===== src/rtl/eth_pkg.sv =====
// Shared Ethernet framing constants, FSM state type and CRC-32 helpers.
// Consumed by the TX FCS inserter and the RX FCS checker.
package eth_pkg;

    localparam logic [31:0] CRC32_INIT    = 32'hFFFFFFFF;
    localparam logic [31:0] CRC32_RESIDUE = 32'hC704DD7B;
    localparam logic [31:0] CRC32_POLY    = 32'h04C11DB7;
    localparam int          ETH_MIN_LEN   = 60;

    typedef enum logic [1:0] {
        ST_DATA = 2'd0,
        ST_PAD  = 2'd1,
        ST_FCS  = 2'd2
    } state_t;

    function automatic logic [31:0] crc32_bitrev(input logic [31:0] v);
        logic [31:0] r;
        for (int i = 0; i < 32; i++) begin
            r[i] = v[31-i];
        end
        return r;
    endfunction

endpackage


===== src/rtl/crc32_byte_next.sv =====
// One-byte CRC-32 step: MSB-first register, polynomial 04C11DB7, data bits fed LSB first.
// Purely combinational, no handshake.
module crc32_byte_next
    import eth_pkg::*;
(
    input  logic [31:0] crc,
    input  logic [7:0]  data,
    output logic [31:0] crc_next
);

    always_comb begin
        crc_next = crc;
        for (int i = 0; i < 8; i++) begin
            if (crc_next[31] ^ data[i]) begin
                crc_next = {crc_next[30:0], 1'b0} ^ CRC32_POLY;
            end else begin
                crc_next = {crc_next[30:0], 1'b0};
            end
        end
    end

endmodule


===== src/rtl/eth_tx_fcs_insert.sv =====
// TX framing: zero-latency frame pass-through, zero pad to MIN_LEN, append 4-byte FCS.
// Downstream i_ready stalls every state; upstream is held off (o_ready=0) during PAD/FCS.
module eth_tx_fcs_insert
    import eth_pkg::*;
#(
    parameter int MIN_LEN = ETH_MIN_LEN,
    parameter int CNT_W   = 16
) (
    input  logic       i_clk,
    input  logic       i_rst,
    input  logic [7:0] i_data,
    input  logic       i_valid,
    input  logic       i_last,
    output logic       o_ready,
    output logic [7:0] o_data,
    output logic       o_valid,
    output logic       o_last,
    input  logic       i_ready,
    output logic       o_busy
);

    localparam logic [CNT_W-1:0] MIN_CNT = CNT_W'(MIN_LEN);

    state_t             state;
    state_t             state_nxt;
    logic [31:0]        crc;
    logic [31:0]        crc_upd;
    logic [31:0]        fcs;
    logic [7:0]         crc_din;
    logic [CNT_W-1:0]   cnt;
    logic [CNT_W-1:0]   cnt_inc;
    logic [1:0]         fcs_idx;
    logic               xfer;

    // PAD and FCS both feed zeros; only the DATA/PAD updates are ever committed.
    assign crc_din = (state == ST_DATA) ? i_data : 8'h00;
    assign fcs     = ~crc32_bitrev(crc);
    assign cnt_inc = (&cnt) ? cnt : cnt + 1'b1;
    assign xfer    = o_valid & i_ready;

    crc32_byte_next u_crc (
        .crc      (crc),
        .data     (crc_din),
        .crc_next (crc_upd)
    );

    always_comb begin
        o_data  = i_data;
        o_valid = 1'b0;
        o_ready = 1'b0;
        o_last  = 1'b0;
        case (state)
            ST_DATA: begin
                o_valid = i_valid;
                o_ready = i_ready;
            end
            ST_PAD: begin
                o_data  = 8'h00;
                o_valid = 1'b1;
            end
            ST_FCS: begin
                o_valid = 1'b1;
                o_last  = (fcs_idx == 2'd3);
                case (fcs_idx)
                    2'd0:    o_data = fcs[7:0];
                    2'd1:    o_data = fcs[15:8];
                    2'd2:    o_data = fcs[23:16];
                    default: o_data = fcs[31:24];
                endcase
            end
            default: ;
        endcase
        // Downstream must never see a beat while reset is held.
        if (i_rst) begin
            o_valid = 1'b0;
            o_ready = 1'b0;
            o_last  = 1'b0;
        end
    end

    always_comb begin
        state_nxt = state;
        case (state)
            ST_DATA: begin
                if (xfer && i_last) begin
                    state_nxt = (cnt_inc < MIN_CNT) ? ST_PAD : ST_FCS;
                end
            end
            ST_PAD: begin
                if (xfer && (cnt_inc == MIN_CNT)) begin
                    state_nxt = ST_FCS;
                end
            end
            ST_FCS: begin
                if (xfer && (fcs_idx == 2'd3)) begin
                    state_nxt = ST_DATA;
                end
            end
            default: state_nxt = ST_DATA;
        endcase
    end

    always_ff @(posedge i_clk or posedge i_rst) begin
        if (i_rst) begin
            state <= ST_DATA;
        end else begin
            state <= state_nxt;
        end
    end

    always_ff @(posedge i_clk or posedge i_rst) begin
        if (i_rst) begin
            crc     <= CRC32_INIT;
            cnt     <= '0;
            fcs_idx <= 2'd0;
            o_busy  <= 1'b0;
        end else if (xfer) begin
            case (state)
                ST_DATA: begin
                    crc    <= crc_upd;
                    cnt    <= cnt_inc;
                    o_busy <= 1'b1;
                end
                ST_PAD: begin
                    crc <= crc_upd;
                    cnt <= cnt_inc;
                end
                ST_FCS: begin
                    if (fcs_idx == 2'd3) begin
                        crc     <= CRC32_INIT;
                        cnt     <= '0;
                        fcs_idx <= 2'd0;
                        o_busy  <= 1'b0;
                    end else begin
                        fcs_idx <= fcs_idx + 1'b1;
                    end
                end
                default: ;
            endcase
        end
    end

endmodule


===== config.mk =====
export PLATFORM = sky130hd
export DESIGN_NAME = eth_tx_fcs_insert
export DESIGN_NICKNAME = d
export VERILOG_FILES = /design/src/rtl/eth_pkg.sv /design/src/rtl/crc32_byte_next.sv /design/src/rtl/eth_tx_fcs_insert.sv
export SDC_FILE = /design/constraint.sdc
export NUM_CORES = 1
export LEC_CHECK = 0
export BUFFER_PORTS_ARGS = -buffer_cell sky130_fd_sc_hd__buf_2
export CAP_MARGIN = 0
export CORE_UTILIZATION = 40
export DETAILED_ROUTE_END_ITERATION = 16
export HOLD_SLACK_MARGIN = 0.15
export SLEW_MARGIN = 10
export SYNTH_ARGS = -nofsm -noshare
export SYNTH_HDL_FRONTEND = slang
export SYNTH_SLANG_ARGS = --single-unit
export TNS_END_PERCENT = 30

===== constraint.sdc =====
create_clock -name i_clk -period 2.4 [get_ports i_clk]
set_input_delay 0.12 -clock i_clk [delete_from_list [all_inputs] [get_ports i_clk]]
set_output_delay 0.12 -clock i_clk [all_outputs]
set_load 0.05 [all_outputs]

==> results.toml <==
[setup_path]
crit_path_end_kind = "flip-flop"
critPathLaunchType = "flip-flop"
worstPathArrival_ns = 2.57
required_ns = 2.65
crit_chain = "ha_2, nand4_2, or4_4, a311oi_2, a31oi_2, nand4bb_4, o31a_1, o22ai_2"
cp_slowest_stage_delay_ns = 0.53
crit_type = "reg2reg"
worst-path-buf-inv = 0
worstPathMaxFanout = 4
slowest_stage = "or4_4"
critPathTopFamily = "simple AND/OR/NAND/NOR gates"

[finish]
fin_area_sq_um = 4753
mostFrequentLayoutCells = "57 x buf_4, 45 x xnor2_1, 43 x nor2_1"
fin_cells = 620
area_growth_pct = 23.91
mostFrequentLayoutCell = "buf_4"
nets = 512
diodes = 0
layout-drive-gt1-share_pct = 32.99
fill_cells = 895

[grt]
grt_pass1_vias = 3308
grt_pass1_wl_mm = 17.04
grt_busiest_layer = "met2"
globalRouteMet3Util_pct = 3.482
grt_max_degree = 48
met2_usage_pct = 37.03
grt_util_met1_pct = 28.58
grt_overflow = 0
antenna_found_initial = 0
grt_usage_pct = 22.08

[sta]
slew_headroom_pct = 58.03
hold_violations = 0
tightestPinTransition_ns = 0.6296
fin_skew_ns = 0.007640
slew_viol_final = 0
rsz0062_at_grt = "yes"
setup_viol_count_final = 0
fin_crit_ns = 2.324
max_freq_mhz = 430.2
fin_crit_sh_pct = 96.85

[clock_network]
cts.sinks = 53
clock_latency_ns = 0.32
cts_buffers = 5
clkTransAtPathRegs_ns = 0.10
cts.path.max_buffers = 2
cts_tree = "yes"
htreeDepth = 2
clockRootBuffer = "clkbuf_8"

[placement]
gp_congestion = 0.9167
port_buffers = 24
placed_cells = 608
place_area_sq_um = 4449
dp_hpwl_mm = 7.428

[min_path]
hp-class = "in2reg"

[detailed_routing]
vias = 3284
ant_nets = 0
via_per_inst = 5.297
routedWlPerCell_um = 16.88
dr.pass1.iters = 4
wl_mm = 10.47
dr.first_iter.drc_count = 149
drc_errors = 0

[synth]
synth_top_area_cell = "dfstp_2"
synth_area_leaders = "dfstp_2 22%, dfrtp_1 14%, xnor2_1 11%"
ys_seq_area_share_pct = 35.62
synth_seq_cells = 53
synth.avg_cell_area_sq_um = 9.048
netlist_area_sq_um = 3836
ys_warn_count = 0
synth-async-reset-ratio_pct = 100.0
syn_nets = 446
syn_inst = 424
synth_edf_count = 0
synth_top_area_share_pct = 21.92
synth_flop_cell = "dfstp_2"
synth.distinct_cells = 53

[die]
die-area_sq_um = 9986
start_util_pct = 41.32
io_pins = 25
die_y_um = 99.93
coreArea_sq_um = 9284
die-width_um = 99.93
num_rows = 35

[outcome]
status = "finished, final reports clean"

[run]
drv_cap = 0
[Yosys cell counts, drive strengths merged (2+ instances only)]
cell and number:
a21oi 34, a311oi 2, a31oi 12, and3 6, and4 4, buf 12, clkbuf 13, dfrtp 21
dfstp 32, ha 9, inv 13, mux2 8, mux2i 4, nand2 37, nand2b 3, nand3 5
nand4 8, nor2 43, nor2b 8, nor3 14, nor4b 2, o21ai 12, o22a 7, o22ai 11
o311a 7, o31a 2, o31ai 2, xnor2 49, xor2 28
[per-layer routing]
metal  vias up  share of wire, %
met3        17               3.8
met2        75                49
met4         0               2.4
li1       1614                 -
met1      1578                45
met5         -                 0
[metrics by stage]
step | hold slack, ns | utilization, % | TNS (ns) | worst slack [ns]
2_1_floorplan | 0.3653 | - | -0.02475 | -0.02475
3_3_place_gp | 0.06733 | 47.92 | -0.9103 | -0.1190
3_5_place_dp | 0.06909 | 47.92 | -2.047 | -0.1641
4_1_cts | 0.1896 | 50.30 | 0 | 0.009121
5_1_grt | 0.2913 | 51.20 | -0.05950 | -0.03291
6_report | 0.2709 | 51.20 | 0 | 0.07566
[worst reg2reg max path: stages (launching register included)]
cell and delay, ns:
dfrtp_1 0.37, ha_2 0.21, nand4_2 0.10, or4_4 0.53, a311oi_2 0.31, a31oi_2 0.07, nand4bb_4 0.23, o31a_1 0.32
o22ai_2 0.12
[cell families after synthesis]
family                   synth area share [%]
buffers and inverters                   4.142
AO/OA/AOI/OAI                           16.86
flip-flops                              35.62
AND/OR/NAND/NOR                         18.30
XOR/XNOR                                18.75
multiplexers                            3.392
adder cells (fa/ha/maj)                 2.935
[layout make-up]
class,count,area (sq um),area share (%)
multi-input cells,333,2455,51.65
flip-flops and latches,53,1366,28.74
repair buffers,84,589.3,12.40
well taps,129,161.4,3.396
clock buffers,6,93.84,1.974
inverters,13,52.55,1.106
clock inverters,2,35.03,0.7370
[final timing paths]
path,startpoint,end,slack (ns),cells after the start
min in group asynchronous,i_rst,o_busy,0.28,3
min reg2reg,crc[12],crc[12],0.52,2
min,i_last,state[1],0.27,5
max,cnt[0],state[1],0.08,8
max in group asynchronous,i_rst,fcs_idx[0],1.27,4
max reg2reg,cnt[0],state[1],0.08,8
[registers in the layout, summed over array words and instances, names as in the netlist]
name     flops
cnt         16
crc         32
fcs_idx      2
o_busy       1
state        2
[what timing repair did]
item                                    CTS  global route
hold buffers                              1             0
pin swaps                                 2             8
hold endpoints to repair                  6             0
resized for setup                        13            12
endpoints found under the setup margin   30            33
buffers inserted                          1             2
Power is left out: the tool's default activity adds up to more than one toggle a clock period on the data nets, which glitch-free logic cannot reach.
